==> src/rtl/alu_bcd_pkg.sv <==
// Shared types and constants for the ALU result BCD stage.
// State encoding, add-3 constants and digit sizing.
package alu_bcd_pkg;

  typedef enum logic [1:0] {
    ST_IDLE,
    ST_SHIFT,
    ST_DONE
  } state_t;

  localparam logic [3:0] BCD_ADD_THRESH = 4'd5;
  localparam logic [3:0] BCD_ADD_VAL    = 4'd3;

  // Decimal digits needed to show 2**w-1.
  function automatic int bcd_digits(input int w);
    longint m;
    int     d;
    m = (longint'(1) << w) - 1;
    d = 1;
    while (m > 9) begin
      m = m / 10;
      d++;
    end
    return d;
  endfunction

endpackage

==> src/rtl/alu_result_bcd_if.sv <==
// Input and output valid/ready channels of the BCD stage.
// master drives in_data/in_valid/out_ready, slave is the stage.
interface alu_result_bcd_if #(
  parameter int DATA_W = 6,
  parameter int DIGITS = 2
);
  logic [DATA_W-1:0]   in_data;
  logic                in_valid;
  logic                in_ready;
  logic [4*DIGITS-1:0] out_bcd;
  logic                out_sign;
  logic                out_valid;
  logic                out_ready;

  modport master (
    output in_data, in_valid, out_ready,
    input  in_ready, out_bcd, out_sign, out_valid
  );

  modport slave (
    input  in_data, in_valid, out_ready,
    output in_ready, out_bcd, out_sign, out_valid
  );
endinterface

==> src/rtl/bcd_add3.sv <==
// Per-nibble double-dabble correction.
// Nibbles of 5 or more get +3, others pass through.
module bcd_add3
  import alu_bcd_pkg::*;
(
  input  logic [3:0] d,
  output logic [3:0] q
);

  assign q = (d >= BCD_ADD_THRESH) ? d + BCD_ADD_VAL : d;

endmodule

==> src/rtl/alu_result_bcd.sv <==
// Sequential double-dabble of the ALU result, one bit per clock.
// Define ALU_BCD_SIGN_EN for two's complement input with sign out.
module alu_result_bcd
  import alu_bcd_pkg::*;
#(
  parameter int DATA_W = 6,
  parameter int DIGITS = bcd_digits(DATA_W)
) (
  input  logic             clk,
  input  logic             rst_n,
  alu_result_bcd_if.slave  bus
);

  localparam int BW = 4 * DIGITS;
  localparam int CW = $clog2(DATA_W + 1);

  state_t            state;
  logic [DATA_W-1:0] bin;
  logic [DATA_W-1:0] bin_n;
  logic [DATA_W-1:0] mag;
  logic [BW-1:0]     bcd;
  logic [BW-1:0]     adj;
  logic [BW-1:0]     bcd_n;
  logic [CW-1:0]     cnt;
  logic [BW-1:0]     obcd;
  logic              ordy;
  logic              oval;
  logic              last;
  logic              take;

  assign take = (state == ST_IDLE) && bus.in_valid;
  assign last = (state == ST_SHIFT) && (cnt == CW'(1));

  for (genvar g = 0; g < DIGITS; g++) begin : g_add
    bcd_add3 u_add (
      .d(bcd[4*g +: 4]),
      .q(adj[4*g +: 4])
    );
  end

  assign bcd_n = {adj[BW-2:0], bin[DATA_W-1]};
  assign bin_n = {bin[DATA_W-2:0], 1'b0};

`ifdef ALU_BCD_SIGN_EN
  logic neg;
  logic sgn;
  logic osign;

  assign neg = bus.in_data[DATA_W-1];
  assign mag = neg ? -bus.in_data : bus.in_data;

  // Sign captured at accept, published with the digits.
  always_ff @(posedge clk or negedge rst_n) begin
    if (!rst_n) begin
      sgn   <= 1'b0;
      osign <= 1'b0;
    end else begin
      if (take) sgn <= neg;
      if (last) osign <= sgn;
    end
  end

  assign bus.out_sign = osign;
`else
  assign mag = bus.in_data;
  assign bus.out_sign = 1'b0;
`endif

  // Control FSM with shift/count datapath and output register.
  always_ff @(posedge clk or negedge rst_n) begin
    if (!rst_n) begin
      state <= ST_IDLE;
      bin   <= '0;
      bcd   <= '0;
      cnt   <= '0;
      obcd  <= '0;
      ordy  <= 1'b1;
      oval  <= 1'b0;
    end else begin
      unique case (state)
        ST_IDLE: begin
          if (bus.in_valid) begin
            bin   <= mag;
            bcd   <= '0;
            cnt   <= CW'(DATA_W);
            ordy  <= 1'b0;
            state <= ST_SHIFT;
          end
        end
        ST_SHIFT: begin
          bin <= bin_n;
          bcd <= bcd_n;
          cnt <= cnt - 1'b1;
          if (cnt == CW'(1)) begin
            obcd  <= bcd_n;
            oval  <= 1'b1;
            state <= ST_DONE;
          end
        end
        ST_DONE: begin
          if (bus.out_ready) begin
            oval  <= 1'b0;
            ordy  <= 1'b1;
            state <= ST_IDLE;
          end
        end
        default: state <= ST_IDLE;
      endcase
    end
  end

  assign bus.in_ready  = ordy;
  assign bus.out_valid = oval;
  assign bus.out_bcd   = obcd;

endmodule

==> src/flat_wrapper.sv <==
// flat-port wrapper written by rule: the top's interface ports become plain ports
module alu_result_bcd_flat import alu_bcd_pkg::*;
#(
  parameter int DATA_W = 6,
  parameter int DIGITS = bcd_digits(DATA_W)
)
  (clk, rst_n, bus_in_data, bus_in_valid, bus_out_ready, bus_in_ready, bus_out_bcd, bus_out_sign, bus_out_valid);
  alu_result_bcd_if #(.DATA_W(DATA_W), .DIGITS(DIGITS)) bus_i ();
  input  logic clk;
  input  logic rst_n;
  input wire logic [$bits(bus_i.in_data)-1:0] bus_in_data;
  input wire logic [$bits(bus_i.in_valid)-1:0] bus_in_valid;
  input wire logic [$bits(bus_i.out_ready)-1:0] bus_out_ready;
  output wire logic [$bits(bus_i.in_ready)-1:0] bus_in_ready;
  output wire logic [$bits(bus_i.out_bcd)-1:0] bus_out_bcd;
  output wire logic [$bits(bus_i.out_sign)-1:0] bus_out_sign;
  output wire logic [$bits(bus_i.out_valid)-1:0] bus_out_valid;
  assign bus_i.in_data = bus_in_data;
  assign bus_i.in_valid = bus_in_valid;
  assign bus_i.out_ready = bus_out_ready;
  assign bus_in_ready = bus_i.in_ready;
  assign bus_out_bcd = bus_i.out_bcd;
  assign bus_out_sign = bus_i.out_sign;
  assign bus_out_valid = bus_i.out_valid;
  alu_result_bcd #(.DATA_W(DATA_W), .DIGITS(DIGITS)) u_core (.clk(clk), .rst_n(rst_n), .bus(bus_i));
endmodule
==> config.mk <==
export PLATFORM = sky130hd
export DESIGN_NAME = alu_result_bcd_flat
export DESIGN_NICKNAME = d
export VERILOG_FILES = /design/src/rtl/alu_bcd_pkg.sv /design/src/rtl/alu_result_bcd_if.sv /design/src/rtl/bcd_add3.sv /design/src/rtl/alu_result_bcd.sv /design/src/flat_wrapper.sv
export SDC_FILE = /design/constraint.sdc
export NUM_CORES = 1
export LEC_CHECK = 0
export BUFFER_PORTS_ARGS = -buffer_cell sky130_fd_sc_hd__buf_4
export CORE_MARGIN = 5
export CORE_UTILIZATION = 40
export DETAILED_ROUTE_END_ITERATION = 7
export PLACE_DENSITY = 0.56
export SLEW_MARGIN = 20
export SYNTH_ARGS = -nofsm -noshare
export SYNTH_HDL_FRONTEND = slang
export SYNTH_SLANG_ARGS = --single-unit
export TNS_END_PERCENT = 1
==> constraint.sdc <==
create_clock -name clk -period 4 [get_ports clk]
set_input_delay 0.8 -clock clk [delete_from_list [all_inputs] [get_ports clk]]
set_output_delay 0.8 -clock clk [all_outputs]
set_load 0.005 [all_outputs]
# Word level (Yosys, flattened, before mapping)

Index checks and enable logic that the tools add are counted.

Register bits: 29
Input bits: 10
Output and inout port bits: 11
Word-level logic and storage cells: 45

$add $sub $neg: 3
Magnitude comparators: 2
Equal/unequal tests: 6
Multiplexer cells: 18
Reduce and logical (&&, ||, !) cells: 9

Operators by type and width:

| kind                  | number |
|---|---|
| $pmux W8 S2           | 1 |
| $pmux W6 S2           | 1 |
| $reduce_and A3 Y1     | 3 |
| $ge A4 B3 Y1 const B  | 2 |
| $mux W8               | 1 |
| $mux W2               | 3 |
| $mux W3               | 2 |
| $mux W6               | 1 |
| $ne A2 B2 Y1 const B  | 3 |
| $pmux W2 S3           | 1 |
| $pmux W3 S2           | 1 |
| $reduce_bool A2 Y1    | 3 |
| $add A4 B2 Y4 const B | 1 |
| $mux W1               | 4 |
| $mux W4               | 1 |
| $pmux W1 S2           | 2 |
| $reduce_and A2 Y1     | 2 |
| $add A3 B2 Y3 const B | 1 |
| $eq A3 B1 Y1 const B  | 1 |
| $sub A3 B1 Y3 const B | 1 |
| $eq A2 B1 Y1 const B  | 1 |
| $eq A2 B2 Y1 const B  | 1 |
| $logic_not A2 Y1      | 1 |

# Logic depth before layout (Yosys ltp)

Depth in word-level cells: 3
Depth in mapped cells: 7
Gate-level depth less buffers: 6

# Hierarchy

From an unflattened synthesis, not the netlist that was laid out.

Cells, all modules: 130
Area total of the unflattened synthesis: 1441.4 um^2

By module, submodules not included:

| module         | times used | cells an instance | area each (um^2) | seq. area each (um^2) |
|---|---|---|---|---|
| alu_result_bcd | 1          | 98                | 1238.7           | 726.9 |
| bcd_add3       | 2          | 16                | 101.3            | 0.0 |

# Worst setup path after synthesis

No wires, ideal clock.

Path type: register to register
Start point: reg u_core.bcd[0]
End point: reg u_core.bcd[2]
Library setup time: 76 ps
Data arrival time: 1354 ps
Required time: 3924 ps
Path slack: 2570 ps
Stages on the path, launching flop included: 7
Buffers on the path: 0
Period minus slack after synthesis: 1430 ps
Cell sequence: dfrtp_1 -> inv_1 -> ha_1 -> nand2b_1 -> a21oi_2 -> mux2_1 -> o21ai_1

Cells in the longest elaborated chain, start to end: 3
Elaborated cells between the ends (all ways): 4
Those cells by class: add/sub: 1; order compare: 1; mux: 2

RTL lines:

| item                                                 | RTL line             | RTL |
|---|---|---|
| start, declared                                      | alu_result_bcd.sv:21 | `logic [BW-1:0] bcd;` |
| start signal, assigned                               | alu_result_bcd.sv:92 | `bcd <= bcd_n;` |
| $add A4 B2 Y4 / $ge A4 B3 Y1 (equally long branches) | bcd_add3.sv:10       | `assign q = (d >= BCD_ADD_THRESH) ? d + BCD_ADD_VAL : d;` |
| $mux W4 (*)                                          | bcd_add3.sv:10       |  |
| $pmux W8 S2 (*)                                      | alu_result_bcd.sv:80 | `unique case (state)` |

Mark *: on every way between the ends. The rest lies on a longest branch, timed or not.
A chain may end at the register's enable or synchronous reset.

# Worst setup path after layout

Start point: reg u_core.ordy (netlist: u_core.bus.in_ready)
End point: out bus_in_ready

RTL lines:

| item                   | RTL line              | RTL |
|---|---|---|
| start, declared        | alu_result_bcd.sv:26  | `logic ordy;` |
| start signal, assigned | alu_result_bcd.sv:77  | `ordy <= 1'b1;` |
| start signal, assigned | alu_result_bcd.sv:86  | `ordy <= 1'b0;` |
| start signal, assigned | alu_result_bcd.sv:103 | `ordy <= 1'b1;` |
| end, declared          | flat_wrapper.sv:14    | `output wire logic [$bits(bus_i.in_ready)-1:0] bus_in_ready;` |

No word-level cell between the ends.

==> run metrics <==
worst r2r src=u_core.bcd[0]$_DFFE_PN0P_; DRT iter0 DRCs=55; pins over their slew limit=0; Post-synth top flop=dfrtp_1; Fin. Hold Viols=0; met3 usage=0.0535; critical path type=reg2out; cts bufs inserted=5; vias in the first global route=1059; max cap viols=0; Tmin final=approximately 1.8 ns; GRT met2 Usage=0.214; first-pass GRT wire length=4800 um; CTS tree=yes; setup bufs post-CTS=0; die area=0.00475 mm2; Async S/R FF share, synth=1.00; Synth area leader=dfrtp_1; IO Port Bufs=19; clock skew=roughly 0.011 ns; global route hottest layer=met2; post-synth net total=153; post-route insts no fill=206; per-cell routed wire length=13.7 um; GP Congestion=0.798; die width=69.0 um; core area=roughly 0.0034 mm2; maximum number of pins on one net before global-route repair=30; most common cell in the netlist=dfrtp_1; Routed Antenna Nets=0; GRT Resource Usage Total=0.141; crit share post-route=0.450; met1 usage=0.175; cells after synthesis=137; worst setup path startpoint=u_core.bus.in_ready$_DFFE_PN1P_; CP max-delay cell=dfstp_2; Final TNS setup=0 ns; status=complete, no violations; antenna violations before repair=0; library cells used by synthesis=36; Clock Sinks=29; Post-Syn Area per Cell=10.1 um2; vias=roughly 1000; Via density=4.92; io pins=21; die height=69.0 um; startpoint types=register; H-tree depth=2; post-cts resize count=0; CP Capture Type=output pin; # nets final=175; Rows=21; Placed Cells=approximately 200; Seq cells post-synth=29; top cell type's share of synthesized area=0.504; Hold Buf Count CTS=0; drt total wl=between 2000 and 3000 um; worst endpoint required time=3.20 ns; Placement Setup Slack=around 2.3 ns; Clock Path Buffers=2; post-route setup slack=2.20 ns; layout cell share with drive strength beyond 1=0.225; synth cell count leaders=dfrtp_1 (28), nand2_1 (25), o21ai_1 (13); crit path max fanout=3; Power Dens Cells=about 770 mW/mm2; Worst EP arrival=1.00 ns; drt drc=0; Leakage Power=0.000763 uW; Critical Path, Cell by Cell=buf_4; Final setup viols=0; clock transition at the registers of the reported paths=0.10 ns; setup repair after global routing missed its margin=false; synthesized cell area=0.00139 mm2; Synthesis Warnings=0; top post-synthesis cells by area=dfrtp_1 (50%), nand2_1 (6.8%), ha_1 (5.4%), o21ai_1 (4.7%), a21oi_1 (2.2%); Initial Util=0.413; Clk Latency, worst-skew pair=between 0.3 and 0.4 ns; Pre-antenna DRT Iters=4; Max Freq=556 MHz; DPL Wire Length=1980 um; peak supply drop=278 uV; max incr delay on CP=0.56 ns; Crit path buffers/inverters=1; Min-Delay Path Class=in2async; Antenna Cells=0; number of synthesized flops with an enable pin=0; CP delay by family, top=flip-flops; final core occ=0.483; root buffer cell=clkbuf_4; Area Overhead vs Synth=16.9%; total grt overflow=0; Seq/Total Area, Yosys=0.523
[state kept, by name, summed over array words and instances, names as in the netlist]
signal,count
u_core.bcd,8
u_core.bin,6
u_core.bus.in_ready,1
u_core.bus.out_bcd,8
u_core.bus.out_valid,1
u_core.cnt,3
u_core.state,2
[kinds of logic (layout without fill, tap and decap cells)]
group | after synthesis | in the layout | share of synthesized area
mux | 2 | 2 | 0.0162
xor+xnor | 2 | 2 | 0.0126
fa+ha+maj | 6 | 6 | 0.0540
compound gates | 42 | 42 | 0.189
flops | 29 | 29 | 0.523
simple gates | 42 | 42 | 0.153
buf+inv | 13 | 36 | 0.0495
other cells | 1 | 1 | 0.00270
[power breakdown]
| part | internal, uW | total, uW | switching [uW] |
|---|---|---|---|
| combinational | 243 | 521 | 278 |
| sequential | 418 | 519 | 101 |
| clock | 102 | 203 | 102 |
| total | 763 | 1240 | 481 |
[final cells by class]
type	instances	area (um2)
fill	331	1740
inverter	9	33.8
tap	46	57.6
clock buffer	7	65.1
sequential	29	727
multi-input combinational	95	594
timing repair buffer	19	143
clock inverter	1	5.00
[metal layers]
layer	routed length (um)	up-vias
met5	0	-
li1	-	513
met1	1340	478
met2	1300	18
met4	49	0
met3	134	5
[worst paths after layout]
path | to | slack [ns] | cells past startpoint
setup / recovery | bus_in_ready | 2.20 | 1
setup reg to reg | u_core.bus.out_bcd[2]$_DFFE_PN0P_ | 2.38 | 6
max in group asynchronous | u_core.bus.in_ready$_DFFE_PN1P_ | 3.32 | 1
min in group clk | u_core.bin[2]$_DFFE_PN0P_ | 0.48 | 2
hold reg to reg | u_core.bin[2]$_DFFE_PN0P_ | 0.48 | 2
hold / removal | u_core.cnt[2]$_DFFE_PN0P_ | 0.38 | 1
[metrics by stage]
step	area [um2]	total power, uW	hold WS (ns)
floorplan	1390	881	0.442
global placement	1560	1020	0.458
detailed placement	1560	1050	0.463
CTS	1630	1260	0.375
global route	1630	1360	0.384
finish	1630	1240	0.377
[placed cells by master, fill, tap and decap left out, drive strengths merged]
master,count
nor3b,2
and2b,3
dfstp,1
and2,3
a22oi,4
or3b,1
o31ai,1
a32o,1
a21o,1
a22o,1
o21ai,21
mux2,2
clkbuf,7
clkinv,1
ha,6
nand2,26
dfrtp,28
a31oi,4
nand3,3
a21oi,8
xnor2,2
o22ai,1
buf,19
nand2b,2
conb,1
inv,9
nor2b,1
nor2,1
No activity file was read; power rests on OpenSTA's default activity.
